`config.mk`:
```
export PLATFORM = sky130hd
export DESIGN_NAME = program_counter_ctrl_flat
export DESIGN_NICKNAME = d
export VERILOG_FILES = /design/src/rtl/program_counter_ctrl_if.sv /design/src/rtl/program_counter_ctrl.sv /design/src/flat_wrapper.sv
export SDC_FILE = /design/constraint.sdc
export NUM_CORES = 1
export LEC_CHECK = 0
export CAP_MARGIN = 20
export CORE_MARGIN = 3
export CORE_UTILIZATION = 49
export CTS_CLUSTER_SIZE = 8
export DETAILED_ROUTE_END_ITERATION = 6
export PLACE_DENSITY = 0.95
export SYNTH_ARGS = -nofsm -noshare
export SYNTH_HDL_FRONTEND = slang
export SYNTH_SLANG_ARGS = --single-unit
```
`constraint.sdc`:
```
create_clock -name clk_i -period 5.7 [get_ports clk_i]
set_clock_uncertainty 0.05 [all_clocks]
set_input_delay 1.14 -clock clk_i [delete_from_list [all_inputs] [get_ports clk_i]]
set_output_delay 1.14 -clock clk_i [all_outputs]
set_load 0.1 [all_outputs]
```
`src/rtl/program_counter_ctrl_if.sv`:
```
// Fetch handshake between the PC controller (master) and instruction memory (slave).
interface program_counter_ctrl_if #(
  parameter int DWIDTH = 32
) ();
  logic              fetch_req;
  logic [DWIDTH-1:0] fetch_addr;
  logic              fetch_gnt;

  modport master (output fetch_req, output fetch_addr, input fetch_gnt);
  modport slave  (input fetch_req, input fetch_addr, output fetch_gnt);
endinterface

```
`src/rtl/program_counter_ctrl.sv`:
```
// Program counter sequencer: fetch handshake, stall/hold, next-PC selection with a one-entry pending event.
// Optional macro PC_MISALIGN_TRAP_EN: misaligned redirect/return targets divert to TRAP_VECTOR.
module program_counter_ctrl #(
  parameter int                DWIDTH       = 32,
  parameter logic [DWIDTH-1:0] RESET_VECTOR = 32'h0000_0000,
  parameter logic [DWIDTH-1:0] TRAP_VECTOR  = 32'h0000_0100
) (
  input  logic                  clk_i,
  input  logic                  rst_n_i,
  program_counter_ctrl_if.master fetch_if,
  input  logic                  stall_i,
  input  logic                  redirect_valid_i,
  input  logic [DWIDTH-1:0]     redirect_target_i,
  input  logic                  trap_req_i,
  input  logic                  mret_req_i,
  input  logic [DWIDTH-1:0]     epc_in_i,
  output logic [DWIDTH-1:0]     program_count_curr_o,
  output logic [DWIDTH-1:0]     program_count_next_o,
  output logic                  pc_update_o,
  output logic                  misaligned_trap_o
);

  typedef enum logic [1:0] {
    ST_IDLE  = 2'd0,
    ST_FETCH = 2'd1,
    ST_HOLD  = 2'd2
  } state_e;

  localparam logic [1:0] PRIO_NONE  = 2'd0;
  localparam logic [1:0] PRIO_REDIR = 2'd1;
  localparam logic [1:0] PRIO_MRET  = 2'd2;
  localparam logic [1:0] PRIO_TRAP  = 2'd3;

  localparam logic [DWIDTH-1:0] PC_STEP    = {{(DWIDTH-3){1'b0}}, 3'b100};
  localparam logic [DWIDTH-1:0] ALIGN_MASK = {{(DWIDTH-2){1'b1}}, 2'b00};

  // Returns {misaligned_flag, target_to_load} for a software-supplied target.
  function automatic logic [DWIDTH:0] resolve_target(input logic [DWIDTH-1:0] addr);
`ifdef PC_MISALIGN_TRAP_EN
    if ((addr & ~ALIGN_MASK) != {DWIDTH{1'b0}}) begin
      resolve_target = {1'b1, TRAP_VECTOR};
    end else begin
      resolve_target = {1'b0, addr};
    end
`else
    resolve_target = {1'b0, addr & ALIGN_MASK};
`endif
  endfunction

  state_e            state_q, state_d;
  logic [DWIDTH-1:0] pc_q, pc_d;
  logic              pc_update_q;
  logic              mis_q, mis_d;
  logic              fetch_req_q;
  logic [1:0]        pend_prio_q, pend_prio_d;
  logic [DWIDTH-1:0] pend_target_q, pend_target_d;
  logic              pend_mis_q, pend_mis_d;

  logic              update_s;
  logic [1:0]        ev_prio_s;
  logic [DWIDTH-1:0] ev_target_s;
  logic              ev_mis_s;
  logic [DWIDTH-1:0] pc_seq_s;

  assign pc_seq_s = pc_q + PC_STEP;

  // State transitions and identification of PC update points.
  always_comb begin
    state_d  = state_q;
    update_s = 1'b0;
    case (state_q)
      ST_IDLE: begin
        state_d = ST_FETCH;
      end
      ST_FETCH: begin
        if (fetch_if.fetch_gnt) begin
          if (stall_i) begin
            state_d = ST_HOLD;
          end else begin
            update_s = 1'b1;
            state_d  = ST_FETCH;
          end
        end else begin
          state_d = ST_FETCH;
        end
      end
      ST_HOLD: begin
        if (!stall_i) begin
          update_s = 1'b1;
          state_d  = ST_FETCH;
        end else begin
          state_d = ST_HOLD;
        end
      end
      default: begin
        state_d = ST_IDLE;
      end
    endcase
  end

  // Highest-priority event of this cycle, already resolved to its load target.
  always_comb begin
    ev_prio_s   = PRIO_NONE;
    ev_target_s = {DWIDTH{1'b0}};
    ev_mis_s    = 1'b0;
    if (trap_req_i) begin
      ev_prio_s   = PRIO_TRAP;
      ev_target_s = TRAP_VECTOR;
    end else if (mret_req_i) begin
      ev_prio_s                = PRIO_MRET;
      {ev_mis_s, ev_target_s}  = resolve_target(epc_in_i);
    end else if (redirect_valid_i) begin
      ev_prio_s                = PRIO_REDIR;
      {ev_mis_s, ev_target_s}  = resolve_target(redirect_target_i);
    end else begin
      ev_prio_s   = PRIO_NONE;
    end
  end

  // Next PC selection and pending-entry capture/consumption.
  always_comb begin
    pc_d          = pc_q;
    mis_d         = 1'b0;
    pend_prio_d   = pend_prio_q;
    pend_target_d = pend_target_q;
    pend_mis_d    = pend_mis_q;
    if (update_s) begin
      if (ev_prio_s != PRIO_NONE) begin
        pc_d  = ev_target_s;
        mis_d = ev_mis_s;
      end else if (pend_prio_q != PRIO_NONE) begin
        pc_d  = pend_target_q;
        mis_d = pend_mis_q;
      end else begin
        pc_d  = pc_seq_s;
      end
      pend_prio_d   = PRIO_NONE;
      pend_target_d = {DWIDTH{1'b0}};
      pend_mis_d    = 1'b0;
    end else if ((ev_prio_s != PRIO_NONE) && (ev_prio_s >= pend_prio_q)) begin
      pend_prio_d   = ev_prio_s;
      pend_target_d = ev_target_s;
      pend_mis_d    = ev_mis_s;
    end else begin
      pend_prio_d   = pend_prio_q;
    end
  end

  // Architectural state and registered outputs.
  always_ff @(posedge clk_i or negedge rst_n_i) begin
    if (!rst_n_i) begin
      state_q       <= ST_IDLE;
      pc_q          <= RESET_VECTOR;
      pc_update_q   <= 1'b0;
      mis_q         <= 1'b0;
      fetch_req_q   <= 1'b0;
      pend_prio_q   <= PRIO_NONE;
      pend_target_q <= {DWIDTH{1'b0}};
      pend_mis_q    <= 1'b0;
    end else begin
      state_q       <= state_d;
      pc_q          <= pc_d;
      pc_update_q   <= update_s;
      mis_q         <= update_s & mis_d;
      fetch_req_q   <= (state_d == ST_FETCH);
      pend_prio_q   <= pend_prio_d;
      pend_target_q <= pend_target_d;
      pend_mis_q    <= pend_mis_d;
    end
  end

  assign fetch_if.fetch_req   = fetch_req_q;
  assign fetch_if.fetch_addr  = pc_q;
  assign program_count_curr_o = pc_q;
  assign program_count_next_o = pc_seq_s;
  assign pc_update_o          = pc_update_q;
  assign misaligned_trap_o    = mis_q;

endmodule

```
`src/flat_wrapper.sv`:
```
// flat-port wrapper written by rule: the top's interface ports become plain ports
module program_counter_ctrl_flat 
#(
  parameter int                DWIDTH       = 32,
  parameter logic [DWIDTH-1:0] RESET_VECTOR = 32'h0000_0000,
  parameter logic [DWIDTH-1:0] TRAP_VECTOR  = 32'h0000_0100
)
  (clk_i, rst_n_i, stall_i, redirect_valid_i, redirect_target_i, trap_req_i, mret_req_i, epc_in_i, program_count_curr_o, program_count_next_o, pc_update_o, misaligned_trap_o, fetch_if_fetch_req, fetch_if_fetch_addr, fetch_if_fetch_gnt);
  program_counter_ctrl_if #(.DWIDTH(DWIDTH)) fetch_if_i ();
  input  logic clk_i;
  input  logic rst_n_i;
  input  logic stall_i;
  input  logic redirect_valid_i;
  input  logic [DWIDTH-1:0] redirect_target_i;
  input  logic trap_req_i;
  input  logic mret_req_i;
  input  logic [DWIDTH-1:0] epc_in_i;
  output logic [DWIDTH-1:0] program_count_curr_o;
  output logic [DWIDTH-1:0] program_count_next_o;
  output logic pc_update_o;
  output logic misaligned_trap_o;
  output wire logic [$bits(fetch_if_i.fetch_req)-1:0] fetch_if_fetch_req;
  output wire logic [$bits(fetch_if_i.fetch_addr)-1:0] fetch_if_fetch_addr;
  input wire logic [$bits(fetch_if_i.fetch_gnt)-1:0] fetch_if_fetch_gnt;
  assign fetch_if_fetch_req = fetch_if_i.fetch_req;
  assign fetch_if_fetch_addr = fetch_if_i.fetch_addr;
  assign fetch_if_i.fetch_gnt = fetch_if_fetch_gnt;
  program_counter_ctrl #(.DWIDTH(DWIDTH), .RESET_VECTOR(RESET_VECTOR), .TRAP_VECTOR(TRAP_VECTOR)) u_core (.clk_i(clk_i), .rst_n_i(rst_n_i), .fetch_if(fetch_if_i), .stall_i(stall_i), .redirect_valid_i(redirect_valid_i), .redirect_target_i(redirect_target_i), .trap_req_i(trap_req_i), .mret_req_i(mret_req_i), .epc_in_i(epc_in_i), .program_count_curr_o(program_count_curr_o), .program_count_next_o(program_count_next_o), .pc_update_o(pc_update_o), .misaligned_trap_o(misaligned_trap_o));
endmodule
```
==> qor.csv <==
metric;value;unit
status;finished, final reports clean;
multi_input_area;2470;sq um
mostFrequentLayoutCells;clkdlybuf4s50_1, nand2_1, dfrtp_1;
critPathMaxFanout;8;
core;8890;sq um
grt_max_degree;67;
drtPass1Iterations;5;
post_cts_resized;0;
grt_pass1_vias;4876;
fillCellCount;669;
io_buffer_count;158;
cts_buffer_depth;2;
yosys_warnings;0;
cts_root_buf;clkbuf_8;
routed_via_density;6.22;
hold_class;reg2reg;
endpoint_kind;output port;
crit_path_start_kind;flop;
hold_buffers;0;
critPathSlowestCell;clkdlybuf4s50_1;
post-cts-setup-buffer-count;0;
gr-usage-all-layers;0.284;
clock-sinks;66;
finalMaxSlewViolations;0;
grt_overflow;0;
arrival;3.58;ns
synth-seq-cells;66;
worst_pin_slew;1.13;ns
grt_pass1_wl;23.6;mm
hold_slack;0.476;ns
clkTransAtPathRegs;0.07;ns
hpwl;10.8;mm
wl_per_cell;18.8;microns
fmax;210;MHz
yosysSeqAreaShare;0.362;
max_stage_delay;1.15;ns
drt_iter0_drc;616;
grt_antenna_before_repair;0;
final_common_cell;clkdlybuf4s50_1;
ys_async_sr_fraction;1.00;
drv_cap;0;
antenna_cells;0;
antenna_left;0;
clkLatencyLatePin;0.35;ns
hold_viol;0;
min_period;4.77;ns
finalSetupViolations;0;
synth_ff_type;dfrtp_1;
netlist_instances;582;
period_share;0.836;
synth_cell_types;53;
drc;0;
numCtsBuffers;9;
syn_area_per_cell;7.84;sq um
vias;4973;
die_x;103;microns
row_count;34;
area_delta_synth_final;33.5;%
worstSetupPathType;reg2out;
syn_area;4560;sq um
ios;170;
h-tree-depth;3;
finalWirelength;15.0;mm
regArea;1650;sq um
initial_core_util;0.513;
fin_nets;765;
place.gp.congestion;0.922;
tns;0;ns
drive_above_1_share;0.0550;
tritoncts;built;
die_h;103;microns
crit_chain;ha_1 > nand3_1 > nor3_2 > nand2_1 > nor2_1 > xor2_1 > clkdlybuf4s50_1;
timing.slew.headroom;0.245;
worstPathRequired;4.51;ns
synth_edf_count;0;
grt_setup_unrepaired;no;
die_area;10500;sq um
area by class of cell:
cell class | instances | area share
Clock buffer | 12 | 0.0255
Clock inverter | 3 | 0.00246
Inverter | 7 | 0.00431
Multi-Input combinational cell | 437 | 0.406
Sequential cell | 66 | 0.271
Tap cell | 108 | 0.0222
Timing Repair Buffer | 166 | 0.269
cell usage after synthesis (all sizes together) (2+ instances only):
library cell  number  area [sq um]
nand4             12          75.1
a21boi             2          15.0
o211ai             2          15.0
o21a               2          15.0
buf               47           325
clkbuf            31           116
nor2              59           229
a221oi             3          26.3
mux2i              9          90.1
a211oi             3          22.5
xnor2             20           175
a311o              9          90.1
ha                 7          87.6
a31oi              2          12.5
xor2               6          52.6
inv                6          22.5
a22oi             18           135
nor4               3          18.8
and2               2          12.5
dfrtp             66          1650
or3                4          25.0
nor3              21           110
o22ai              9          56.3
o21ai             27           135
nand3b            11          82.6
nor2b              2          12.5
or2                6          40.0
nand2             99           372
and3               6          37.5
a21oi             57           285
nand3             16          90.1
final timing paths:
path	depth (start not counted)	slack (ns)	start	end
max in group asynchronous	2	4.11	rst_n_i	u_core.pend_target_q[24]
min	2	0.48	u_core.pend_target_q[23]	u_core.pend_target_q[23]
min in group asynchronous	2	0.92	rst_n_i	u_core.fetch_if.fetch_addr[11]
max	7	0.93	u_core.fetch_if.fetch_addr[2]	program_count_next_o[30]
max reg2reg	8	2.40	u_core.state_q[0]	u_core.fetch_if.fetch_addr[8]
min reg2reg	2	0.48	u_core.pend_target_q[23]	u_core.pend_target_q[23]
sequential cells by signal (all words and copies together), names as in the netlist:
register	flops
u_core.fetch_if.fetch_addr	30
u_core.pend_target_q	30
u_core.pend_prio_q	2
u_core.state_q	2
u_core.fetch_if.fetch_req	1
u_core.pc_update_o	1
logic make-up (layout without fill, tap and decap cells):
family                   count (synthesis)  after routing  synth area share
XOR/XNOR                                26             26            0.0499
adder cells (fa/ha/maj)                  7              7            0.0192
flip-flops                              66             66             0.362
multiplexers                             9              9            0.0197
AO/OA/AOI/OAI                          143            143             0.195
buffers and inverters                   85            188             0.103
other                                    1              7          0.000822
AND/OR/NAND/NOR                        245            245             0.251
worst max-delay path, delay by kind of cell, from the launching register on:
kind                       cells  cell delay (ns)
buffers and inverters          1             1.15
DFF                            1             0.55
xor gates and xnor gates       1             0.16
adders and majority gates      1             0.27
and+or+nand+nor                4             1.09
metal layers:
layer | GRT usage | wire (microns) | vias to the layer above
met5 | 0 | 0 | -
met4 | 0.113 | 362 | 0
met3 | 0.0622 | 1640 | 45
met2 | 0.479 | 7590 | 390
met1 | 0.355 | 5420 | 2334
li1 | - | - | 2204
stage by stage:
stage | setup WS, ns | cell area, sq um | util | instances
global placement | 1.43 | 5920 | 0.666 | 784
CTS | 0.987 | 6090 | 0.685 | 799
finish | 0.933 | 6090 | 0.685 | 799
floorplan | 0.754 | 4590 | - | 588
detailed placement | 1.31 | 5920 | 0.666 | 784
global route | 0.743 | 6090 | 0.685 | 799
Power is left out: the tool's default activity adds up to more than one toggle a clock period on the data nets, which glitch-free logic cannot reach.
